==> src/rtl/note_recorder_pkg.sv <==
// Shared widths, buffer geometry defaults and FSM encoding for the note recorder.
package note_recorder_pkg;

    localparam int OCTAVE_BITS   = 3;
    localparam int NOTE_BITS     = 4;
    localparam int LENGTH_BITS   = 4;
    localparam int ENTRY_BITS    = OCTAVE_BITS + NOTE_BITS + LENGTH_BITS;

    localparam int REC_DEPTH     = 64;
    localparam int REC_ADDR_BITS = 6;

    typedef enum logic [2:0] {
        RS_IDLE      = 3'd0,
        RS_REC       = 3'd1,
        RS_ISSUE     = 3'd2,
        RS_WAIT_ACK  = 3'd3,
        RS_WAIT_DONE = 3'd4,
        RS_GAP       = 3'd5
    } rec_state_t;

    // One stored hit; field order is the packed buffer word layout.
    typedef struct packed {
        logic [OCTAVE_BITS-1:0] octave;
        logic [NOTE_BITS-1:0]   note;
        logic [LENGTH_BITS-1:0] length;
    } note_entry_t;

endpackage

==> src/rtl/note_recorder_if.sv <==
// Start/over handshake and note payload between the recorder and the sound engine.
interface note_recorder_if;
    import note_recorder_pkg::*;

    logic                   sd_start;
    logic [OCTAVE_BITS-1:0] sd_octave;
    logic [NOTE_BITS-1:0]   sd_note;
    logic [LENGTH_BITS-1:0] sd_length;
    logic                   sd_over;

    modport master (
        output sd_start, sd_octave, sd_note, sd_length,
        input  sd_over
    );

    modport slave (
        input  sd_start, sd_octave, sd_note, sd_length,
        output sd_over
    );

endinterface

==> src/rtl/note_buffer.sv <==
// Note register file: synchronous write, combinational read, contents not reset.
module note_buffer
    import note_recorder_pkg::*;
#(
    parameter int DEPTH     = REC_DEPTH,
    parameter int ADDR_BITS = REC_ADDR_BITS
) (
    input  logic                 clk,
    input  logic                 wr_en,
    input  logic [ADDR_BITS-1:0] wr_addr,
    input  note_entry_t          wr_data,
    input  logic [ADDR_BITS-1:0] rd_addr,
    output note_entry_t          rd_data
);

    note_entry_t mem [DEPTH];

    // Store one hit per write strobe.
    always_ff @(posedge clk) begin
        if (wr_en) begin
            mem[wr_addr] <= wr_data;
        end
    end

    assign rd_data = mem[rd_addr];

endmodule

==> src/rtl/note_recorder.sv <==
// Capture-and-replay sequencer: records hits into note_buffer, replays them
// through the sound engine's start/over handshake with a silent gap between notes.
module note_recorder
    import note_recorder_pkg::*;
#(
    parameter int DEPTH      = REC_DEPTH,
    parameter int ADDR_BITS  = REC_ADDR_BITS,
    parameter int GAP_CYCLES = 16
) (
    input  logic                   clk,
    input  logic                   rst_n,
    input  logic                   rec_en,
    input  logic                   play_start,
    input  logic                   play_stop,
    input  logic                   clear,
    input  logic                   in_valid,
    input  logic [OCTAVE_BITS-1:0] in_octave,
    input  logic [NOTE_BITS-1:0]   in_note,
    input  logic [LENGTH_BITS-1:0] in_length,
    note_recorder_if.master        sd,
    output logic [ADDR_BITS:0]     count,
    output logic                   full,
    output logic                   playing,
    output logic [ADDR_BITS-1:0]   play_idx
);

    localparam int GAP_W = (GAP_CYCLES > 1) ? $clog2(GAP_CYCLES) : 1;
    localparam logic [GAP_W-1:0]   GAP_LOAD  = GAP_W'(GAP_CYCLES - 1);
    localparam logic [ADDR_BITS:0] DEPTH_CNT = (ADDR_BITS + 1)'(DEPTH);
    localparam logic [ADDR_BITS:0] CNT_ONE   = (ADDR_BITS + 1)'(1);

    rec_state_t           state, state_next;
    logic [GAP_W-1:0]     gap_cnt;
    logic                 in_replay;
    logic                 last_note;
    logic                 gap_done;
    logic                 wr_en;
    logic                 sd_start_c;
    logic [ADDR_BITS-1:0] rd_addr;
    note_entry_t          wr_entry;
    note_entry_t          rd_entry;
    note_entry_t          sd_entry;

    assign in_replay = (state == RS_ISSUE) || (state == RS_WAIT_ACK) ||
                       (state == RS_WAIT_DONE) || (state == RS_GAP);
    assign last_note = ({1'b0, play_idx} == (count - CNT_ONE));
    assign gap_done  = (gap_cnt == '0);
    assign full      = (count == DEPTH_CNT);
    // clear beats a simultaneous hit; hits arriving while full are dropped.
    assign wr_en     = (state == RS_REC) && in_valid && !clear && !full;
    assign wr_entry  = {in_octave, in_note, in_length};
    // The only ways into ISSUE are IDLE (entry 0) and GAP (next entry).
    assign rd_addr   = (state == RS_GAP) ? play_idx + 1'b1 : '0;

    assign sd.sd_start  = sd_start_c;
    assign sd.sd_octave = sd_entry.octave;
    assign sd.sd_note   = sd_entry.note;
    assign sd.sd_length = sd_entry.length;

    note_buffer #(
        .DEPTH     (DEPTH),
        .ADDR_BITS (ADDR_BITS)
    ) u_buffer (
        .clk     (clk),
        .wr_en   (wr_en),
        .wr_addr (count[ADDR_BITS-1:0]),
        .wr_data (wr_entry),
        .rd_addr (rd_addr),
        .rd_data (rd_entry)
    );

    // State register.
    always_ff @(posedge clk or negedge rst_n) begin
        if (!rst_n) begin
            state <= RS_IDLE;
        end else begin
            state <= state_next;
        end
    end

    // Next-state logic; play_stop overrides every replay transition.
    always_comb begin
        state_next = state;
        case (state)
            RS_IDLE: begin
                if (rec_en) begin
                    state_next = RS_REC;
                end else if (play_start && (count != '0)) begin
                    state_next = RS_ISSUE;
                end
            end
            RS_REC: begin
                if (!rec_en) begin
                    state_next = RS_IDLE;
                end
            end
            RS_ISSUE:     state_next = RS_WAIT_ACK;
            RS_WAIT_ACK: begin
                if (!sd.sd_over) begin
                    state_next = RS_WAIT_DONE;
                end
            end
            RS_WAIT_DONE: begin
                if (sd.sd_over) begin
                    state_next = RS_GAP;
                end
            end
            RS_GAP: begin
                if (gap_done) begin
                    state_next = last_note ? RS_IDLE : RS_ISSUE;
                end
            end
            default:      state_next = RS_IDLE;
        endcase
        if (in_replay && play_stop) begin
            state_next = RS_IDLE;
        end
    end

    // Moore outputs decoded from the current state.
    always_comb begin
        sd_start_c = (state == RS_ISSUE);
        playing    = in_replay;
    end

    // Entry counter: advances on each accepted hit, cleared outside replay.
    always_ff @(posedge clk or negedge rst_n) begin
        if (!rst_n) begin
            count <= '0;
        end else if (((state == RS_IDLE) || (state == RS_REC)) && clear) begin
            count <= '0;
        end else if (wr_en) begin
            count <= count + CNT_ONE;
        end
    end

    // Replay bookkeeping: note payload latch, entry index and gap countdown.
    always_ff @(posedge clk or negedge rst_n) begin
        if (!rst_n) begin
            sd_entry <= '0;
            play_idx <= '0;
            gap_cnt  <= '0;
        end else begin
            if (state_next == RS_ISSUE) begin
                sd_entry <= rd_entry;
            end
            if (in_replay && (state_next == RS_IDLE)) begin
                play_idx <= '0;
            end else if ((state == RS_GAP) && (state_next == RS_ISSUE)) begin
                play_idx <= play_idx + 1'b1;
            end
            if ((state == RS_WAIT_DONE) && sd.sd_over) begin
                gap_cnt <= GAP_LOAD;
            end else if ((state == RS_GAP) && !gap_done) begin
                gap_cnt <= gap_cnt - 1'b1;
            end
        end
    end

endmodule

==> src/flat_wrapper.sv <==
// flat-port wrapper written by rule: the top's interface ports become plain ports
module note_recorder_flat import note_recorder_pkg::*;
#(
    parameter int DEPTH      = REC_DEPTH,
    parameter int ADDR_BITS  = REC_ADDR_BITS,
    parameter int GAP_CYCLES = 16
)
  (clk, rst_n, rec_en, play_start, play_stop, clear, in_valid, in_octave, in_note, in_length, count, full, playing, play_idx, sd_sd_start, sd_sd_octave, sd_sd_note, sd_sd_length, sd_sd_over);
  note_recorder_if sd_i ();
  input  logic clk;
  input  logic rst_n;
  input  logic rec_en;
  input  logic play_start;
  input  logic play_stop;
  input  logic clear;
  input  logic in_valid;
  input  logic [OCTAVE_BITS-1:0] in_octave;
  input  logic [NOTE_BITS-1:0] in_note;
  input  logic [LENGTH_BITS-1:0] in_length;
  output logic [ADDR_BITS:0] count;
  output logic full;
  output logic playing;
  output logic [ADDR_BITS-1:0] play_idx;
  output wire logic [$bits(sd_i.sd_start)-1:0] sd_sd_start;
  output wire logic [$bits(sd_i.sd_octave)-1:0] sd_sd_octave;
  output wire logic [$bits(sd_i.sd_note)-1:0] sd_sd_note;
  output wire logic [$bits(sd_i.sd_length)-1:0] sd_sd_length;
  input wire logic [$bits(sd_i.sd_over)-1:0] sd_sd_over;
  assign sd_sd_start = sd_i.sd_start;
  assign sd_sd_octave = sd_i.sd_octave;
  assign sd_sd_note = sd_i.sd_note;
  assign sd_sd_length = sd_i.sd_length;
  assign sd_i.sd_over = sd_sd_over;
  note_recorder #(.DEPTH(DEPTH), .ADDR_BITS(ADDR_BITS), .GAP_CYCLES(GAP_CYCLES)) u_core (.clk(clk), .rst_n(rst_n), .rec_en(rec_en), .play_start(play_start), .play_stop(play_stop), .clear(clear), .in_valid(in_valid), .in_octave(in_octave), .in_note(in_note), .in_length(in_length), .sd(sd_i), .count(count), .full(full), .playing(playing), .play_idx(play_idx));
endmodule
==> config.mk <==
export PLATFORM = sky130hd
export DESIGN_NAME = note_recorder_flat
export DESIGN_NICKNAME = d
export VERILOG_FILES = /design/src/rtl/note_recorder_pkg.sv /design/src/rtl/note_recorder_if.sv /design/src/rtl/note_buffer.sv /design/src/rtl/note_recorder.sv /design/src/flat_wrapper.sv
export SDC_FILE = /design/constraint.sdc
export NUM_CORES = 1
export LEC_CHECK = 0
export CAP_MARGIN = 10
export CORE_UTILIZATION = 45
export DETAILED_ROUTE_END_ITERATION = 12
export PLACE_DENSITY_LB_ADDON = 0.15
export SLEW_MARGIN = 20
export SYNTH_ARGS = -nofsm -noshare
export SYNTH_HDL_FRONTEND = slang
export SYNTH_SLANG_ARGS = --single-unit
==> constraint.sdc <==
create_clock -name clk -period 4.4 [get_ports clk]
set_input_delay 0.44 -clock clk [delete_from_list [all_inputs] [get_ports clk]]
set_output_delay 0.44 -clock clk [all_outputs]
set_load 0.005 [all_outputs]
# After elaboration in Yosys (flattened, before gate mapping)
# Memories as Yosys holds them, arrays and structs flattened. A register that Yosys moved wholly into a read port is not among the register bits.
# Cells that the tools add are included.
dict set report classes {
  add_sub_neg 4
  n_eq_ne 8
  muxes 18
  n_reduce_logical 25
}
# operator n
set op_table {}
lappend op_table {{$mux 3} 7}
lappend op_table {{$mux 6} 3}
lappend op_table {{$pmux 3 s6} 1}
lappend op_table {{$mux 7} 2}
lappend op_table {{$logic_and 1x1->1} 10}
lappend op_table {{$eq 3x2->1 const B} 3}
lappend op_table {{$mux 4} 2}
lappend op_table {{$add 7x1->7 const B} 1}
lappend op_table {{$eq 6x7->1} 1}
lappend op_table {{$eq 7x7->1 const B} 1}
lappend op_table {{$reduce_bool 7->1} 1}
lappend op_table {{$sub 7x1->7 const B} 1}
lappend op_table {{$add 6x1->6 const B} 1}
lappend op_table {{$eq 3x3->1 const B} 2}
lappend op_table {{$logic_not 3->1} 2}
lappend op_table {{$reduce_bool 2->1} 3}
lappend op_table {{$logic_not 1->1} 4}
lappend op_table {{$logic_not 4->1} 1}
lappend op_table {{$logic_or 1x1->1} 4}
lappend op_table {{$sub 4x1->4 const B} 1}
lappend op_table {{$eq 3x1->1 const B} 1}
lappend op_table {{$mux 1} 2}
lappend op_table {{$mux 2} 1}
dict set report totals {
  reg_bits 20
  ram_bits 704
  inputBits 19
  output_inout_bits 27
  elab_cells 60
  memories 1
}
# name depth width read_ports rd_ports_with_merged_regs write_ports line_no
set memory_table {}
lappend memory_table {u_core.u_buffer.mem 64 11 1 1 1 note_buffer.sv:16} ;# note_entry_t mem [DEPTH];

# Logic depth before layout (Yosys ltp)
# Gate-level depths: netlist (run 1).
dict set report depth {
  depth_word 10
  ltp_mapped 11
  depth_no_buf 9
}

# Modules after synthesis
# Synthesis (run 1) repeated with hierarchy kept, for this count alone.
dict set report hier_totals {
  cells_unflattened 1449
  hier_area_um2 29120.4
}
# mod n_inst cells_per_inst area_per_inst_um2 seq_area_each_um2
set modules_own_cells {}
lappend modules_own_cells {note_buffer 1 1268 27266.2 21140.3}
lappend modules_own_cells {note_recorder 1 181 1854.3 775.7}

# Worst setup path before layout (run 1)
# Ideal clock, no wire load.
dict set report synth_timing {
  kind {register to register}
  startpoint {register u_core.play_idx[1]}
  endpoint {register u_core.sd.sd_length[0] (netlist name)}
  setup_time_ps 110
  t_arrival_ps 2445
  t_required_ps 4290
  slack_ps 1845
  path_stages_with_launch 10
  path_buffers 2
  period_less_slack_ps 2555
  cell_sequence {dfrtp_1 -> ha_1 -> inv_1 -> buf_1 -> clkbuf_1 -> mux2i_1 -> o211ai_1 -> nand3_1 -> a31oi_1 -> o41ai_1}
}
dict set report synth_between {
  elab_chain_cells 6
  word_cells_on_any_way 8
  classes_between {1 x add/sub; 2 x eq/ne; 5 x mux}
}
# element line_no
set synth_rtl {}
lappend synth_rtl {{from (decl)} note_recorder.sv:24} ;# output logic [ADDR_BITS-1:0] play_idx
lappend synth_rtl {{from (signal assigned)} note_recorder.sv:150} ;# play_idx <= play_idx + 1'b1;
lappend synth_rtl {{$eq 6x7->1} note_recorder.sv:46} ;# assign last_note = ({1'b0, play_idx} == (count - CNT_ONE));
lappend synth_rtl {{$mux 2} note_recorder.sv:110} ;# state_next = last_note ? RS_IDLE : RS_ISSUE;
lappend synth_rtl {{$mux 3} note_recorder.sv:109} ;# if (gap_done) begin
lappend synth_rtl {{$pmux 3 s6} note_recorder.sv:84} ;# case (state)
lappend synth_rtl {{$mux 3} note_recorder.sv:115} ;# if (in_replay && play_stop) begin
lappend synth_rtl {{$eq 3x2->1} note_recorder.sv:144} ;# if (state_next == RS_ISSUE) begin
# Parallel ways exist; a longest one is shown, timed or not.
# A chain may end at the register's enable or synchronous reset.

# Final worst setup path (run 1)
dict set report layout_timing {
  startpoint {register u_core.play_idx[0]}
  endpoint {register u_core.sd.sd_note[1] (netlist name)}
}
dict set report layout_between {
  elab_chain_cells 6
  word_cells_on_any_way 8
  classes_between {1 x add/sub; 2 x eq/ne; 5 x mux}
}
# element line_no
set layout_rtl {}
lappend layout_rtl {{$eq 6x7->1} note_recorder.sv:46}
lappend layout_rtl {{$mux 2} note_recorder.sv:110}
lappend layout_rtl {{$mux 3} note_recorder.sv:109}
lappend layout_rtl {{$pmux 3 s6} note_recorder.sv:84}
lappend layout_rtl {{$mux 3} note_recorder.sv:115}
lappend layout_rtl {{$eq 3x2->1} note_recorder.sv:144}
# Parallel ways exist; a longest one is shown, timed or not.

==> out/qor.yml, run 1 <==
floorplanning:
  dieWidth_microns: 260
  placementRows: 94
  io_pins: 46
  die_area_sq_mm: 0.0675
  die_y_microns: 260
  start_util_pct: 45.5
  core-area_sq_mm: 0.0657
drt:
  wire_per_inst_microns: 27.2
  routed_wl_microns: 83400
  ant_nets: 0
  drc: 0
  vias: 18500
  vias_per_cell: 6.02
  dr.pass1.iters: 7
  drt_first_iter_violations: 2344
sta:
  fmax_ghz: 0.262
  rsz0062_at_grt: "false"
  slew_headroom_pct: 25.5
  fin_tns_setup_ns: 0
  whs_ns: 0.244
  min_period_ns: 3.82
  hold_viol: 0
  period_share_pct: 86.7
  finalClockSkew_ns: 0.0312
  worstMarginPinSlew_ns: 1.11
  drv_slew: 0
  finalSetupViolCount: 0
yosys:
  synth_area_sq_mm: 0.0299
  synth_fp_nets: 2077
  ys_ff_latch: 735
  ys.flop_type: "edfxtp_1"
  yosysSeqAreaShare_pct: 73.3
  synth.distinct_cells: 74
  netlist_top_cells_area: "edfxtp_1 71%, nand2_1 3.6%, dfrtp_1 2.6%"
  synth_edf_count: 704
  yosysTopAreaCell: "edfxtp_1"
  synth_top_cell_area_share_pct: 70.7
  netlist_instances: 2051
  synth_common_cells: "704 x edfxtp_1, 288 x nand2_1, 99 x a211oi_1"
  synth.avg_cell_area_sq_um: 14.6
  synth-warning-count: 0
  synth.most_common_cell: "edfxtp_1"
  async_flop_share_pct: 4.22
finish:
  drive_gt1_share_pct: 12.9
  design_area_sq_mm: 0.0341
  diodes: 0
  postLayoutCoreUtil_pct: 51.9
  syn_to_final_growth_pct: 14.1
  fin_nets: 2172
clock_network:
  root_buffer: "clkbuf_16"
  numCtsBuffers: 77
  ctsHoldBuffers: 0
  clk_path_buf_depth: 3
  clk_latency_ns: 0.63
  clk_pin_slew_ns: 0.06
  cts.htree.levels: 3
  clkSinkCount: 735
  cts_resized: 0
  tritoncts: "built"
  cts_setup_buffers: 0
global_route:
  grt_antenna_before_repair: 0
  first_global_vias: 17400
  gr-total-overflow: 0
  grt_usage_pct: 24.8
  grt_max_degree: 138
  grt_pass1_wl_microns: 122000
critical_path:
  cp.required_ns: 4.90
  critPathArrivalTime_ns: 4.32
  cp_slowest_cell: "nand4b_1"
  cp_max_fo: 129
  path_class: "reg -> reg"
  startpoint_type: "flop"
  max_stage_delay_ns: 0.63
  path_cells: "ha_2 -> nand4b_1 -> buf_12 -> a211oi_1 -> a31oi_1 -> a22o_1 -> nor4_1 -> a211o_1 -> o21ai_1"
  end_kind: "flop"
placed_design:
  dp_hpwl_microns: 51600
  place_area_sq_mm: 0.0317
  io_buffer_count: 45
  routabilityCongestion: 0.910
pwr:
  total_power_uw: 15900
  cellPowerDensity_mw_per_mm2: 467
  p_leak_uw: 0.0112
  vdd_drop_max_mv: 0.285
outcome:
  outcome: "finished clean"
min_path:
  holdCritPathClass: "in -> async"
job:
  cap_violations: 0
report_power, final:
| part | switching (uW) | internal [uW] |
|---|---|---|
| Sequential | 141 | 7770 |
| Clock | 2640 | 3720 |
| Combinational | 1090 | 577 |
| Total | 3870 | 12100 |
cells in the final DEF, fill, tap and decap left out, drive strengths merged, types with 41 or more instances in the layout:
cell type / instances
a211oi: 99
a31oi: 53
edfxtp: 704
buf: 122
nor2b: 85
o21ai: 69
nand3: 57
mux2i: 71
nand2: 289
a21oi: 41
clkbuf: 92
nor2: 85
sequential cells by signal (all words and copies together), names as in the netlist:
register and flops:
u_core.play_idx 6, u_core.state 3, u_core.sd.sd_octave 3, u_core.gap_cnt 4
u_core.sd.sd_note 4, u_core.count 7, u_core.sd.sd_length 4, u_core.u_buffer.mem 704
final cells by class:
| cell class | instances | area (sq um) |
|---|---|---|
| fillers | 5424 | 31600 |
| flip-flops and latches | 735 | 21900 |
| multi-input cells | 1166 | 7350 |
| clock buffers | 92 | 2010 |
| repair buffers | 156 | 1330 |
| well taps | 864 | 1080 |
| clock inverters | 42 | 414 |
| inverters | 10 | 37.5 |
path summary, 6_finish.rpt:
| check | start | endpoint | slack, ns | cells past startpoint |
|---|---|---|---|---|
| setup / recovery | u_core.play_idx[0] | u_core.sd.sd_note[1] | 0.58 | 9 |
| hold / removal | rst_n | u_core.count[6] | 0.24 | 2 |
| setup reg to reg | u_core.play_idx[0] | u_core.sd.sd_note[1] | 0.58 | 9 |
| hold reg to reg | u_core.sd.sd_note[2] | u_core.sd.sd_note[2] | 0.53 | 2 |
| max in group asynchronous | rst_n | u_core.play_idx[0] | 3.77 | 2 |
| min in group clk | in_note[0] | u_core.u_buffer.mem[28][4] | 0.35 | 1 |
kinds of logic (layout without fill, tap and decap cells):
group                      count (synthesis)  after routing  share of synthesized area [%]
DFF                                      735            735                           73.3
and+or+nand+nor                          592            592                           9.22
AOI/OAI and AO/OA                        440            440                           10.3
buffers and inverters                    150            300                           2.38
muxes                                    107            107                           3.92
xor gates and xnor gates                  20             20                          0.611
adders and majority gates                  7              7                          0.293
per-stage QoR:
step | worst slack, ns | cells
2_1_floorplan | 1.85 | 2051
3_3_place_gp | 0.721 | 2931
3_5_place_dp | 0.692 | 2931
4_1_cts | 0.679 | 3065
5_1_grt | 0.543 | 3065
6_report | 0.585 | 3065
worst max-delay path, delay by kind of cell (launching register included):
kind | cells | cell delay, ns
adder cells (fa/ha/maj) | 1 | 0.36
buffers and inverters | 1 | 0.47
AND/OR/NAND/NOR | 2 | 1.18
AO/OA/AOI/OAI | 5 | 1.05
flip-flops | 1 | 0.51
per-layer routing:
metal	wire length [microns]	vias to the layer above	track usage [%]
li1	-	8151	-
met1	37900	9325	38.6
met2	36500	855	35.9
met3	7290	122	4.30
met4	1680	0	6.62
met5	0	-	0
(Power assumes the default switching activity.)
==> run 2, diff against run 1 <==
--- a/config.mk
+++ b/config.mk
@@ -12,4 +12,5 @@
 export SLEW_MARGIN = 20
 export SYNTH_ARGS = -nofsm -noshare
 export SYNTH_HDL_FRONTEND = slang
+export SYNTH_HIERARCHICAL = 1
 export SYNTH_SLANG_ARGS = --single-unit
==> run 2 against run 1 <==
  * Clock power increased by 3%
  * Global-route usage decreased by 3.0 points
  * Synthesized cell count decreased by 29%
  * Worst hold slack improved by 0.14 ns
  * Final cell count decreased by 18%
  * Core utilization increased by 1.1 points
  * Non-clock buffer count increased by 4
  * Count of clock-buffer cells in the layout increased by 3
  * Sequential share of layout area increased by 0.90 points
  * Sequential power decreased by 2%
  * Cell area decreased by 1.4%
==> out/qor.yml, run 2 <==
floorplanning:
  start_util_pct: 45.8
  placementRows: 92
  dieWidth_microns: 256
  die_area_sq_mm: 0.0657
  core-area_sq_mm: 0.0635
  die_y_microns: 256
  io_pins: 46
critical_path:
  r2r-start: "u_core/play_idx[0]"
  path_cells: "ha_1 -> xnor2_1 -> nor2_4 -> nor2b_1 -> buf_4 -> a221oi_1 -> o21ai_0 -> nand3_1 -> a31o_1 -> mux2_4"
  ff2ff_setup_slack_ns: 0.73
  startpoint_type: "flop"
  cp_max_fo: 13
  cp.required_ns: 4.90
  worstRegToRegCells: 10
  max_stage_delay_ns: 0.66
  cp_slowest_cell: "nor2b_1"
  path_class: "reg -> reg"
  rr_endpoint: "u_core/sd.sd_length[1]"
  critPathArrivalTime_ns: 4.17
  end_kind: "flop"
yosys:
  synth-warning-count: 6
  synth.distinct_cells: 59
  synth.most_common_cell: "edfxtp_1"
  ys_ff_latch: 735
  synth-xor-area-share_pct: 0.632
  synth_top_family_by_area: "multiplexers"
  async_flop_share_pct: 4.22
  synthAdderAreaFrac_pct: 0.215
  ys.flop_type: "edfxtp_1"
  yosysSeqAreaShare_pct: 75.3
  synth_common_cells: "704 x edfxtp_1, 158 x mux4_2, 88 x nor2_1"
  synth_compound_area_share_pct: 3.08
  netlist_instances: 1449
  synth.avg_cell_area_sq_um: 20.1
  synth_fp_nets: 1473
  yosys.area_share.simple_pct: 3.94
  muxShareOfSynthArea_pct: 15.3
  synth_edf_count: 704
  netlist_top_cells_area: "edfxtp_1 73%, mux4_2 12%, dfrtp_1 2.7%"
  synth_top_cell_area_share_pct: 72.6
  yosysTopAreaCell: "edfxtp_1"
  synth_area_sq_mm: 0.0291
drt:
  vias: 14700
  ant_nets: 0
  dr.pass1.iters: 7
  routed_wl_microns: 70800
  wire_per_inst_microns: 28.2
  drc: 0
  vias_per_cell: 5.83
  drt_first_iter_violations: 1388
global_route:
  grt_max_degree: 65
  grt_usage_pct: 21.8
  grt_pass1_wl_microns: 104000
  grt_antenna_before_repair: 0
  first_global_vias: 15000
  gr-total-overflow: 0
clock_network:
  numCtsBuffers: 77
  clk_latency_ns: 0.61
  tritoncts: "built"
  clkSinkCount: 735
  ctsHoldBuffers: 1
  root_buffer: "clkbuf_16"
  cts_resized: 0
  cts.htree.levels: 3
  clk_path_buf_depth: 3
  cts_setup_buffers: 0
  clk_pin_slew_ns: 0.06
placed_design:
  place_ws_ns: 0.717
  dp_hpwl_microns: 42800
  io_buffer_count: 45
  routabilityCongestion: 0.813
  place_area_sq_mm: 0.0311
sta:
  slew_headroom_pct: 37.6
  finalClockSkew_ns: 0.0184
  worstMarginPinSlew_ns: 0.934
  finalSetupViolCount: 0
  fmax_ghz: 0.272
  min_period_ns: 3.67
  hold_viol: 0
  whs_ns: 0.387
  period_share_pct: 83.4
  rsz0062_at_grt: "false"
  worst_slack_ns: 0.729
  fin_tns_setup_ns: 0
  drv_slew: 0
pwr:
  vdd_drop_max_mv: 0.257
  p_leak_uw: 0.0106
  cellPowerDensity_mw_per_mm2: 434
outcome:
  outcome: "finished clean"
finish:
  syn_to_final_growth_pct: 15.6
  layout_common_cells: "704 x edfxtp_1, 158 x mux4_2, 108 x buf_4"
  design_area_sq_mm: 0.0337
  largest_registers: "u_core/u_buffer/mem (704), u_core/count (7), u_core/play_idx (6)"
  largest_reg_flops: 704
  layout_commonest_cell: "edfxtp_1"
  postLayoutCoreUtil_pct: 53.0
  largest-register: "u_core/u_buffer/mem"
  fin_nets: 1630
  drive_gt1_share_pct: 25.3
min_path:
  min_path_cells: 1
  hp-start: "in_length[2]"
  holdCritPathClass: "in -> reg"
  min_to: "u_core/u_buffer/mem[7][2]"
job:
  cap_violations: 0
==> run 2: changes by cell type after synthesis, moves of 15 or more <==
cell	before	now
mux2_2	31	5
clkbuf_1	50	29
o21ai_0	68	15
o211ai_1	16	1
a211oi_1	99	11
nand2_1	288	51
buf_2	56	27
nand3_1	56	19
o22ai_1	33	12
mux4_2	5	158
a21oi_1	40	15
a31oi_1	52	3
nor2b_1	85	20
a311oi_1	36	0
==> run 2: metrics by stage <==
| step | std cells | total power [uW] |
|---|---|---|
| 2_1_floorplan | 1449 | 7950 |
| 3_3_place_gp | 2372 | 8190 |
| 3_5_place_dp | 2372 | 8200 |
| 4_1_cts | 2513 | 14700 |
| 5_1_grt | 2513 | 15000 |
| 6_report | 2514 | 14600 |
==> run 2: worst max-delay path by stage <==
| stage | end | depth (start not counted) | startpoint |
|---|---|---|---|
| detailed placement | u_core/sd.sd_note[3] | 10 | u_core/play_idx[0] |
| finish | u_core/sd.sd_length[1] | 10 | u_core/play_idx[0] |
| global placement | u_core/sd.sd_octave[1] | 10 | u_core/state[1] |
| floorplan | u_core/u_buffer/mem[48][0] | 8 | u_core/count[0] |
| global route | u_core/sd.sd_octave[1] | 10 | u_core/state[1] |
| CTS | u_core/sd.sd_note[3] | 10 | u_core/play_idx[0] |
==> run 2: critical path: cells and delay by family, from the launching register on <==
kind / cells / cell delay (ns)
compound gates: 3 / 0.67
xor+xnor: 1 / 0.17
fa+ha+maj: 1 / 0.30
buf+inv: 1 / 0.35
flops: 1 / 0.48
mux: 1 / 0.26
simple gates: 3 / 1.31
==> run 2: cell families after synthesis <==
logic type      after synthesis
compound gates              119
xor+xnor                     21
fa+ha+maj                     5
buf+inv                      90
flops                       735
mux                         243
simple gates                236
==> run 2: layout make-up <==
type                    instances  area [sq um]
repair buffers                160          1350
flip-flops and latches        735         21900
clock inverters                45           468
diodes                          1          2.50
well taps                     846          1060
inverters                       8          30.0
fillers                      5069         29900
multi-input cells             624          6770
clock buffers                  95          2080
==> run 2: where the power goes <==
part / internal [uW] / switching [uW] / leakage (uW)
Clock: 3890 / 2650 / 0.00123
Sequential: 7700 / 46.2 / 0.00673
Combinational: 115 / 194 / 0.00260
Total: 11700 / 2890 / 0.0106
==> run 2: per-layer routing <==
layer  track usage [%]  vias up  part of all wire, %
met5                 0        -                    0
met4              6.27        0                  2.0
met3              2.82       98                  5.9
met2              34.2      487                   48
met1              32.3     7806                   45
li1                  -     6274                    -
